**src/rtl/itcm_arbiter_if.sv**
```systemverilog
// ITCM requester port: command and response channels.
// One instance per requester (IFU, LSU).
interface itcm_arbiter_if #(
    parameter int AW = 14,
    parameter int DW = 32,
    parameter int MW = 4
);
    logic          cmd_valid;
    logic          cmd_ready;
    logic          cmd_read;
    logic [AW-1:0] cmd_addr;
    logic [MW-1:0] cmd_wmask;
    logic [DW-1:0] cmd_wdata;
    logic          rsp_valid;
    logic          rsp_ready;
    logic [DW-1:0] rsp_rdata;

    modport master (
        output cmd_valid, cmd_read, cmd_addr, cmd_wmask, cmd_wdata,
        output rsp_ready,
        input  cmd_ready, rsp_valid, rsp_rdata
    );

    modport slave (
        input  cmd_valid, cmd_read, cmd_addr, cmd_wmask, cmd_wdata,
        input  rsp_ready,
        output cmd_ready, rsp_valid, rsp_rdata
    );
endinterface

```
**src/rtl/itcm_arbiter.sv**
```systemverilog
// Round-robin arbiter sharing the single-port ITCM SRAM between IFU and LSU.
// One outstanding transaction; stalled responses park in a hold buffer.
module itcm_arbiter #(
    parameter int AW = 14,
    parameter int DW = 32,
    parameter int MW = 4
) (
    input  logic          clk,
    input  logic          rst_n,
    itcm_arbiter_if.slave ifu,
    itcm_arbiter_if.slave lsu,
    output logic          ram_cs,
    output logic          ram_we,
    output logic [AW-1:0] ram_addr,
    output logic [MW-1:0] ram_wem,
    output logic [DW-1:0] ram_din,
    input  logic [DW-1:0] ram_dout
);

    typedef enum logic [1:0] {IDLE, BUSY, HOLD} state_e;

    // owner/last_grant encoding: 0 = IFU, 1 = LSU
    state_e        state_q, state_d;
    logic          owner_q, owner_d;
    logic          last_q, last_d;
    logic          wr_q, wr_d;
    logic [DW-1:0] hold_q, hold_d;

    logic          pend;
    logic          own_rdy;
    logic          arb_en;
    logic          gnt_ifu, gnt_lsu;
    logic          acc_ifu, acc_lsu;
    logic          accept;
    logic          sel_read;
    logic [DW-1:0] live_data;
    logic [DW-1:0] rsp_data;

    assign pend    = (state_q != IDLE);
    assign own_rdy = owner_q ? lsu.rsp_ready : ifu.rsp_ready;
    assign arb_en  = (state_q == IDLE) | (own_rdy & pend);

    // On contention the requester that did not win last time goes first
    assign gnt_ifu = ifu.cmd_valid & (~lsu.cmd_valid | last_q);
    assign gnt_lsu = lsu.cmd_valid & (~ifu.cmd_valid | ~last_q);

    assign ifu.cmd_ready = arb_en & gnt_ifu;
    assign lsu.cmd_ready = arb_en & gnt_lsu;

    assign acc_ifu = ifu.cmd_valid & ifu.cmd_ready;
    assign acc_lsu = lsu.cmd_valid & lsu.cmd_ready;
    assign accept  = acc_ifu | acc_lsu;

    assign sel_read = acc_lsu ? lsu.cmd_read : ifu.cmd_read;

    assign ram_cs   = accept;
    assign ram_we   = accept & ~sel_read;
    assign ram_addr = acc_lsu ? lsu.cmd_addr  : ifu.cmd_addr;
    assign ram_wem  = acc_lsu ? lsu.cmd_wmask : ifu.cmd_wmask;
    assign ram_din  = acc_lsu ? lsu.cmd_wdata : ifu.cmd_wdata;

    assign live_data = wr_q ? '0 : ram_dout;
    assign rsp_data  = (state_q == HOLD) ? hold_q : live_data;

    assign ifu.rsp_valid = pend & ~owner_q;
    assign lsu.rsp_valid = pend & owner_q;
    assign ifu.rsp_rdata = ifu.rsp_valid ? rsp_data : '0;
    assign lsu.rsp_rdata = lsu.rsp_valid ? rsp_data : '0;

    always_comb begin
        state_d = state_q;
        owner_d = owner_q;
        last_d  = last_q;
        wr_d    = wr_q;
        hold_d  = hold_q;
        if (accept) begin
            owner_d = acc_lsu;
            last_d  = acc_lsu;
            wr_d    = ~sel_read;
        end
        unique case (state_q)
            IDLE: begin
                if (accept) state_d = BUSY;
            end
            BUSY, HOLD: begin
                if (own_rdy) begin
                    state_d = accept ? BUSY : IDLE;
                end else if (state_q == BUSY) begin
                    // dout is only valid this cycle; park it
                    state_d = HOLD;
                    hold_d  = live_data;
                end
            end
            default: state_d = IDLE;
        endcase
    end

    always_ff @(posedge clk or negedge rst_n) begin
        if (!rst_n) begin
            state_q <= IDLE;
            owner_q <= 1'b0;
            last_q  <= 1'b1;
            wr_q    <= 1'b0;
            hold_q  <= '0;
        end else begin
            state_q <= state_d;
            owner_q <= owner_d;
            last_q  <= last_d;
            wr_q    <= wr_d;
            hold_q  <= hold_d;
        end
    end

endmodule

```
**src/flat_wrapper.sv**
```systemverilog
// flat-port wrapper written by rule: the top's interface ports become plain ports
module itcm_arbiter_flat 
#(
    parameter int AW = 14,
    parameter int DW = 32,
    parameter int MW = 4
)
  (clk, rst_n, ram_cs, ram_we, ram_addr, ram_wem, ram_din, ram_dout, ifu_cmd_valid, ifu_cmd_read, ifu_cmd_addr, ifu_cmd_wmask, ifu_cmd_wdata, ifu_rsp_ready, ifu_cmd_ready, ifu_rsp_valid, ifu_rsp_rdata, lsu_cmd_valid, lsu_cmd_read, lsu_cmd_addr, lsu_cmd_wmask, lsu_cmd_wdata, lsu_rsp_ready, lsu_cmd_ready, lsu_rsp_valid, lsu_rsp_rdata);
  itcm_arbiter_if #(.AW(AW), .DW(DW), .MW(MW)) ifu_i ();
  itcm_arbiter_if #(.AW(AW), .DW(DW), .MW(MW)) lsu_i ();
  input  logic clk;
  input  logic rst_n;
  output logic ram_cs;
  output logic ram_we;
  output logic [AW-1:0] ram_addr;
  output logic [MW-1:0] ram_wem;
  output logic [DW-1:0] ram_din;
  input  logic [DW-1:0] ram_dout;
  input wire logic [$bits(ifu_i.cmd_valid)-1:0] ifu_cmd_valid;
  input wire logic [$bits(ifu_i.cmd_read)-1:0] ifu_cmd_read;
  input wire logic [$bits(ifu_i.cmd_addr)-1:0] ifu_cmd_addr;
  input wire logic [$bits(ifu_i.cmd_wmask)-1:0] ifu_cmd_wmask;
  input wire logic [$bits(ifu_i.cmd_wdata)-1:0] ifu_cmd_wdata;
  input wire logic [$bits(ifu_i.rsp_ready)-1:0] ifu_rsp_ready;
  output wire logic [$bits(ifu_i.cmd_ready)-1:0] ifu_cmd_ready;
  output wire logic [$bits(ifu_i.rsp_valid)-1:0] ifu_rsp_valid;
  output wire logic [$bits(ifu_i.rsp_rdata)-1:0] ifu_rsp_rdata;
  input wire logic [$bits(lsu_i.cmd_valid)-1:0] lsu_cmd_valid;
  input wire logic [$bits(lsu_i.cmd_read)-1:0] lsu_cmd_read;
  input wire logic [$bits(lsu_i.cmd_addr)-1:0] lsu_cmd_addr;
  input wire logic [$bits(lsu_i.cmd_wmask)-1:0] lsu_cmd_wmask;
  input wire logic [$bits(lsu_i.cmd_wdata)-1:0] lsu_cmd_wdata;
  input wire logic [$bits(lsu_i.rsp_ready)-1:0] lsu_rsp_ready;
  output wire logic [$bits(lsu_i.cmd_ready)-1:0] lsu_cmd_ready;
  output wire logic [$bits(lsu_i.rsp_valid)-1:0] lsu_rsp_valid;
  output wire logic [$bits(lsu_i.rsp_rdata)-1:0] lsu_rsp_rdata;
  assign ifu_i.cmd_valid = ifu_cmd_valid;
  assign ifu_i.cmd_read = ifu_cmd_read;
  assign ifu_i.cmd_addr = ifu_cmd_addr;
  assign ifu_i.cmd_wmask = ifu_cmd_wmask;
  assign ifu_i.cmd_wdata = ifu_cmd_wdata;
  assign ifu_i.rsp_ready = ifu_rsp_ready;
  assign ifu_cmd_ready = ifu_i.cmd_ready;
  assign ifu_rsp_valid = ifu_i.rsp_valid;
  assign ifu_rsp_rdata = ifu_i.rsp_rdata;
  assign lsu_i.cmd_valid = lsu_cmd_valid;
  assign lsu_i.cmd_read = lsu_cmd_read;
  assign lsu_i.cmd_addr = lsu_cmd_addr;
  assign lsu_i.cmd_wmask = lsu_cmd_wmask;
  assign lsu_i.cmd_wdata = lsu_cmd_wdata;
  assign lsu_i.rsp_ready = lsu_rsp_ready;
  assign lsu_cmd_ready = lsu_i.cmd_ready;
  assign lsu_rsp_valid = lsu_i.rsp_valid;
  assign lsu_rsp_rdata = lsu_i.rsp_rdata;
  itcm_arbiter #(.AW(AW), .DW(DW), .MW(MW)) u_core (.clk(clk), .rst_n(rst_n), .ifu(ifu_i), .lsu(lsu_i), .ram_cs(ram_cs), .ram_we(ram_we), .ram_addr(ram_addr), .ram_wem(ram_wem), .ram_din(ram_din), .ram_dout(ram_dout));
endmodule
```
**config.mk**
```make
export PLATFORM = sky130hd
export DESIGN_NAME = itcm_arbiter_flat
export DESIGN_NICKNAME = d
export VERILOG_FILES = /design/src/rtl/itcm_arbiter_if.sv /design/src/rtl/itcm_arbiter.sv /design/src/flat_wrapper.sv
export SDC_FILE = /design/constraint.sdc
export NUM_CORES = 1
export LEC_CHECK = 0
export CORE_AREA = 2 2 101 103
export CTS_CLUSTER_DIAMETER = 60
export DETAILED_ROUTE_END_ITERATION = 12
export DIE_AREA = 0 0 103 105
export GPL_ROUTABILITY_DRIVEN = 0
export HOLD_SLACK_MARGIN = 0.03
export PLACE_DENSITY = 0.82
export SYNTH_ARGS = -nofsm -noshare
export SYNTH_HDL_FRONTEND = slang
export SYNTH_SLANG_ARGS = --single-unit
```
**constraint.sdc**
```tcl
create_clock -name clk -period 2.2 [get_ports clk]
set_input_delay 0.44 -clock clk [delete_from_list [all_inputs] [get_ports clk]]
set_output_delay 0.44 -clock clk [all_outputs]
set_load 0.01 [all_outputs]
```
==> summary.txt, run 1 <==
Global routing
  • Initial antenna violation count: 1
  • Largest net degree at the start of global routing: 38
  • Vias in the first global route: between 4000 and 5000
  • GRT Overall Usage: between 20% and 30%
  • Global-route wire length before repair: roughly 22 mm
  • Grt ovf: 0

Synth
  • Synth top area cells: dfrtp_1 28%, mux2_4 23%, mux2_2 12%
  • Post-synthesis cell count: approximately 310
  • Count leader, synth: nor2_1
  • Post-Synth XOR/XNOR Area: 0%
  • Synth Net Count: 456
  • Async set-or-reset flop fraction in the synthesized netlist: 100%
  • FF+latch count, synth: 37
  • Post-synth top area cell: dfrtp_1
  • Area share of the largest cell type after synthesis: 27.9%
  • Compound-Gate Fraction of Synth Area: between 4 and 5%
  • Synth Area in Simple Gates: ~15%
  • Largest family of logic cells by synthesized area: multiplexers
  • Yosys Warn Count: 0
  • Multiplexer area fraction after synthesis: 45.0%
  • Post-synth top cells: 69 x nor2_1, 50 x mux2_4, 36 x dfrtp_1
  • Cell Area, Synth: about 3200 sq um
  • Top FF cell, synth: dfrtp_1
  • Mean Syn Cell Area: 10.4 sq um
  • Seq/Total Area, Yosys: 28.7%
  • Yosys cell types: 28
  • Post-synth EDFFs: 0
  • Adder-cell area share of the yosys netlist: 1.55%

Power
  • Net Switching: ~3.1 mW
  • Switching share of power: about two fifths
  • Internal power: around 4.6 mW
  • Pwr Total: 7.69 mW
  • Power Density: about 1100 nW/um^2
  • Seq pwr share: ~17%
  • Clock Power Share: ~6.2%
  • Comb pwr share: about 77%
  • VDD IR max: 767 uV
  • Pleak: 3.36 nW

Detailed routing
  • DR WL/cell: around 20 um
  • Post-DRT Antenna Nets: 0
  • DRT Pass-1 Iters: 4
  • DR WL met2: just over 8 mm
  • DRC viols: 0
  • DR iter-0 viols: about 130
  • WL met3: approximately 1.3 mm
  • Via Count: about 3700
  • DR vias/cell: between 4 and 5
  • Top Layer Used: met5
  • Final wirelength: about 15 mm
  • Routed met1 length: between 5 and 6 mm

Hold path
  • Min-Delay Path Class: in -> async

STA
  • Clock Skews: 0.00640 ns
  • Achievable frequency: between 400 and 500 MHz
  • Final Cycle Share: 113%
  • Final Max Tran Viols: 0
  • Fin. Hold Viols: 0
  • Crit path time final: 2.48 ns
  • Worst-Margin Slew: 0.835 ns
  • Setup violators final: 88
  • Max-slew headroom: around 44%
  • RSZ-0062 raised after global routing: true
  • Setup ws final: -0.282 ns

Worst setup path
  • Crit-path slowest cell: dfrtp_1
  • Worst path arrival time: slightly above 2 ns
  • RR Endpoint: u_core.hold_q[19]
  • Crit path cell chain: mux2_4 -> o21ai_4 -> buf_12 -> buf_12 -> buf_4 -> mux2_4 -> buf_6
  • Worst R2R Start: u_core.owner_q
  • CP max FO: 8
  • Crit path launch type: register
  • Crit path kind: reg -> out
  • WP data required: approximately 1.8 ns
  • Reg2reg path depth: 7
  • Endpoint class of the critical path: output port
  • R2R setup slack: 0.33 ns
  • Crit path largest cell delay: roughly 0.40 ns

Floorplan
  • Die Wd: between 100 and 150 um
  • Die height: 105 um
  • Initial core utilization: between 30% and 40%
  • Boundary Pins: 260
  • Die area: between 10000 and 15000 sq um
  • Row count: 36
  • Core area: between 9000 and 10000 sq um

Status
  • Failing checks: setup timing
  • Status: finished with violations

Place
  • Dpl cell area: 6220 sq um
  • Placed wire-length estimate: ~11 mm
  • Port bufs: about 260

Clock network
  • Number of buffers created by CTS: 5
  • Htree depth: 2
  • Hold Buf Count CTS: 0
  • Clock latency on the worst-skew pair: 0.29 ns
  • Root Buffer: clkbuf_8
  • CTS tree: built
  • Clock Sinks: 37
  • Worst-path clk slew: about 0.070 ns
  • Clock buffer depth: 2

Flow run
  • Max-cap violations: 0

Final layout
  • Share of cells above drive strength 1: between 50% and 60%
  • N_diodes: 0
  • Final core utilization: between 70% and 80%
  • Nets: around 800
  • Post-route cell area: a little over 7000 sq um
  • Area delta synth->final: 123%
## repair_timing
action                     CTS  global route
gates cloned                 8             0
resized for setup          623            83
pin swaps                   15            22
setup endpoints to repair  120           120
buffers inserted            31            14
## metrics by stage
| stage | std cells | worst slack (ns) | TNS, ns | hold slack [ns] |
|---|---|---|---|---|
| 4_1_cts | 770 | -0.300 | -14.11 | 0.284 |
| 2_1_floorplan | 312 | 0.219 | 0 | 0.144 |
| 3_3_place_gp | 725 | -0.691 | -39.54 | 0.487 |
| 6_report | 773 | -0.282 | -12.49 | 0.252 |
| 5_1_grt | 773 | -0.328 | -19.04 | 0.313 |
| 3_5_place_dp | 725 | -0.752 | -43.12 | 0.493 |
## how the worst max path moves through the flow
stage / startpoint / end / slack (ns) / cells past startpoint
5_1_grt: u_core.owner_q / ram_din[26] / -0.33 / 7
3_5_place_dp: ifu_rsp_ready / ram_din[24] / -0.75 / 7
2_1_floorplan: u_core.state_q[0] / ram_addr[10] / 0.22 / 6
3_3_place_gp: ifu_rsp_ready / ram_din[25] / -0.69 / 7
6_report: u_core.owner_q / ram_din[26] / -0.28 / 7
4_1_cts: u_core.owner_q / ram_din[26] / -0.30 / 7
## layout make-up
type	count	area, sq um
clock buffer	7	86.3
fill	680	2450
inverter	10	42.5
multi-input combinational	243	2600
sequential	37	927
tap	133	166
timing repair buffer	343	3370
## metal layers
metal / GRT usage, % / vias to the layer above
li1: - / 1718
met1: 29.8 / 1771
met2: 49.4 / 181
met3: 5.95 / 33
met4: 8.08 / 2
met5: 0 / -
## critical path, delay by kind of cell (launching register included)
family | cells | cell delay [ns]
AO/OA/AOI/OAI | 1 | 0.20
buffers and inverters | 4 | 0.53
flip-flops | 1 | 0.40
multiplexers | 2 | 0.62
## registers in the layout, summed over array words and instances (netlist names)
name,flops
u_core.hold_q,32
u_core.state_q,2
u_core.owner_q,1
u_core.wr_q,1
u_core.last_q,1
## cells in the final DEF, fill, tap and decap left out, drive strengths merged, types with 2 or more instances in the layout
| master | instances |
|---|---|
| buf | 200 |
| clkdlybuf4s50 | 134 |
| mux2 | 83 |
| nor2 | 69 |
| dfrtp | 36 |
| mux2i | 33 |
| nor2b | 32 |
| inv | 10 |
| clkbuf | 9 |
| dlygate4sd2 | 6 |
| a21oi | 4 |
| nand2 | 4 |
| ha | 4 |
| o21ai | 3 |
| o2bb2ai | 2 |
| a211o | 2 |
## power by group through the flow
stage / clock, mW / sequential (mW) / combinational [mW]
after floorplan: 0 / 1.12 / 2.39
after global placement: 0 / 1.13 / 4.52
after detailed placement: 0 / 1.15 / 4.62
after CTS: 0.486 / 1.23 / 5.62
after global routing: 0.522 / 1.31 / 6.27
final: 0.475 / 1.28 / 5.93
## logic make-up after synthesis
kind of cell    after synthesis
mux                         116
flops                        37
buf+inv                      32
fa+ha+maj                     4
compound gates               17
simple gates                106
Note: power is estimated with default switching activity, not from simulation.
==> run 2, diff against run 1 <==
Settings changed: PLACE_DENSITY 0.82 to unset, PLACE_DENSITY_LB_ADDON set to 0.3.
==> run 2 against run 1 <==
The flow still finishes with violations (setup timing). Critical path type unchanged. Sequential cell count unchanged. Wire length decreased by 2.2%. Highest routed layer is now met4. Largest power group unchanged. Total power decreased by 0.16%.
==> summary.txt, run 2 (same netlist as run 1, synthesis figures left out) <==
Floorplan
  • Die height: 105 um (unchanged)
  • Core area: 9640 sq um (unchanged)
  • Die Wd: 103 um (unchanged)
  • Die area: 10800 sq um (unchanged)
  • Row count: 36 (unchanged)
  • Initial core utilization: 33.5% (unchanged)
  • Boundary Pins: 260 (unchanged)

Worst setup path
  • Crit path largest cell delay: 0.41 ns (about the same)
  • WP data required: 1.76 ns (about the same)
  • Crit path kind: reg -> out
  • Endpoint class of the critical path: output port
  • Cell mode on critical path: buf_6
  • WP buf/inv: 4 (unchanged)
  • Crit-path slowest cell: dfrtp_1
  • Worst path arrival time: 2.00 ns (-0.04 ns)
  • Crit path cell chain: mux2_4 -> o21ai_4 -> buf_6 -> buf_6 -> buf_16 -> mux2_4 -> buf_6
  • CP max FO: 6 (-2)
  • Crit path launch type: register
  • Delay-heaviest family, CP: multiplexers

Final layout
  • Commonest non-fill, non-tap cell in the layout: clkdlybuf4s50_1
  • Nets: 780 (-0.51%)
  • Max reg flops: 32 (unchanged)
  • Area delta synth->final: 122% (about the same)
  • Biggest regs: u_core.hold_q x32, u_core.state_q x2
  • Most frequent cells in the layout: 134 x clkdlybuf4s50_1, 84 x buf_6, 61 x nor2_1, 56 x buf_2, 51 x mux2_4
  • N_diodes: 0 (unchanged)
  • Share of cells above drive strength 1: 53.6% (-1.2 points)
  • Most flops, register: u_core.hold_q
  • # fillers: 700 (+2.9%)

Global routing
  • Grt ovf: 0 (unchanged)
  • Global-route wire length before repair: 20.9 mm (-5.0%)
  • Vias in the first global route: 3915 (-2.3%)
  • GRT Overall Usage: 25.2% (-1.5 points)
  • Largest net degree at the start of global routing: 38 (unchanged)
  • Initial antenna violation count: 0 (-1)

Detailed routing
  • Final wirelength: 15.0 mm (-2.2%)
  • Post-DRT Antenna Nets: 0 (unchanged)
  • DRT Pass-1 Iters: 4 (unchanged)
  • Via Count: 3659 (-1.2%)
  • DRC viols: 0 (unchanged)
  • DR vias/cell: 4.76 (-0.73%)
  • DR WL/cell: 19.5 um (-1.7%)
  • DR iter-0 viols: 91 (-31%)

Clock network
  • Htree depth: 2 (unchanged)
  • Worst-path clk slew: 0.07 ns (about the same)
  • Clock Sinks: 37 (unchanged)
  • Root Buffer: clkbuf_8
  • CTS tree: built
  • Number of buffers created by CTS: 5 (unchanged)
  • Clock buffer depth: 2 (unchanged)
  • Hold Buf Count CTS: 0 (unchanged)
  • Clock latency on the worst-skew pair: 0.28 ns (about the same)

Power
  • Switching share of power: 39.4% (-0.46 points)
  • VDD IR max: 643 uV (-16%)
  • Pleak: 3.37 nW (+0.18%)
  • Net Switching: 3.02 mW (-1.3%)
  • Clock Power Share: 6.3% (about the same)
  • Comb pwr share: 77.1% (about the same)
  • Internal power: 4.66 mW (+0.60%)
  • Seq pwr share: 16.7% (about the same)
  • Power Density: 1070 nW/um^2 (about the same)

STA
  • Setup violators final: 82 (-6.8%)
  • Clock Skews: 0.00707 ns (+0.000676 ns)
  • Worst-Margin Slew: 0.831 ns (-0.00411 ns)
  • Setup ws final: -0.243 ns (+0.0391 ns)
  • Fin. Hold Viols: 0 (unchanged)
  • Crit path time final: 2.44 ns (-0.0391 ns)
  • Max-slew headroom: 44.6% (+0.27 points)
  • RSZ-0062 raised after global routing: true
  • Hold_ws: 0.253 ns (+0.00127 ns)
  • Final Max Tran Viols: 0 (unchanged)
  • Final Cycle Share: 111% (-1.8 points)
  • Achievable frequency: 409 MHz (+1.6%)

Place
  • Pre-CTS setup slack: -0.725 ns (+0.0269 ns)
  • Port bufs: 259 (unchanged)
  • Placed wire-length estimate: 10.2 mm (-7.0%)

Flow run
  • Max-cap violations: 0 (unchanged)

Hold path
  • Min-Delay Path Class: in -> async

Status
  • Status: finished with violations
  • Failing checks: setup timing
## run 2: changes by cell type in the layout (fill, tap and decap cells not counted), moves of 3 or more
cell	delta
buf_12	-5
buf_2	-9
clkbuf_2	+5
nor2_1	+8
mux2i_2	+3
buf_4	-3
nor2_2	-7
buf_6	+3
## run 2: power by group through the flow
stage	sequential (mW)	combinational, mW	clock (mW)
final	1.28	5.92	0.481
after global routing	1.31	6.27	0.532
after CTS	1.22	5.38	0.498
after detailed placement	1.15	4.51	0
after global placement	1.13	4.43	0
after floorplan	1.12	2.39	0
## run 2: area by class of cell
class | count | area [sq um] | share of cell area, %
Multi-Input combinational cell | 243 | 2580 | 36.0
Inverter | 10 | 42.5 | 0.592
Clock buffer | 6 | 82.6 | 1.15
Sequential cell | 37 | 927 | 12.9
Timing Repair Buffer | 339 | 3370 | 47.0
Clock inverter | 1 | 7.51 | 0.104
Tap cell | 133 | 166 | 2.32
## run 2: worst paths after layout
| check | cells after the start | endpoint | startpoint | slack, ns |
|---|---|---|---|---|
| max | 7 | ram_din[20] | u_core.owner_q | -0.24 |
| min reg2reg | 1 | u_core.hold_q[29] | u_core.hold_q[29] | 0.54 |
| max reg2reg | 9 | u_core.state_q[1] | u_core.state_q[1] | 0.32 |
| min | 1 | u_core.hold_q[13] | rst_n | 0.25 |
| min in group clk | 1 | u_core.hold_q[29] | u_core.hold_q[29] | 0.54 |
| max in group asynchronous | 1 | u_core.hold_q[28] | rst_n | 1.42 |
## run 2: metrics by stage
stage	TNS (ns)	util (%)	instance area, sq um	instances	power [mW]
after floorplan	0	-	3230	312	3.51
after global placement	-41.50	63.8	6150	710	5.56
after detailed placement	-44.55	63.8	6150	710	5.66
after CTS	-12.80	70.6	6800	759	7.09
after global routing	-17.63	74.5	7180	769	8.11
final	-11.66	74.5	7180	769	7.68
## run 2: routing by layer
metal  vias to the layer above  routed length (um)  GRT usage (%)
li1                       1710                   -              -
met1                      1747                5090           25.7
met2                       169                8100           47.8
met3                        33                1280           6.42
met4                         0                 494           9.40
met5                         -                   0              0
## run 2: worst register-to-register path, delay by kind of cell, from the launching register on
family / cells / cell delay (ns)
flops: 1 / 0.39
compound gates: 2 / 0.44
buf+inv: 6 / 0.79
fa+ha+maj: 1 / 0.17
## run 2: what timing repair did
action                     CTS  global route
cloned                       7             1
setup buffers               36            17
setup endpoints to repair  120           115
pin swaps                   15            24
gates resized for setup    572            99
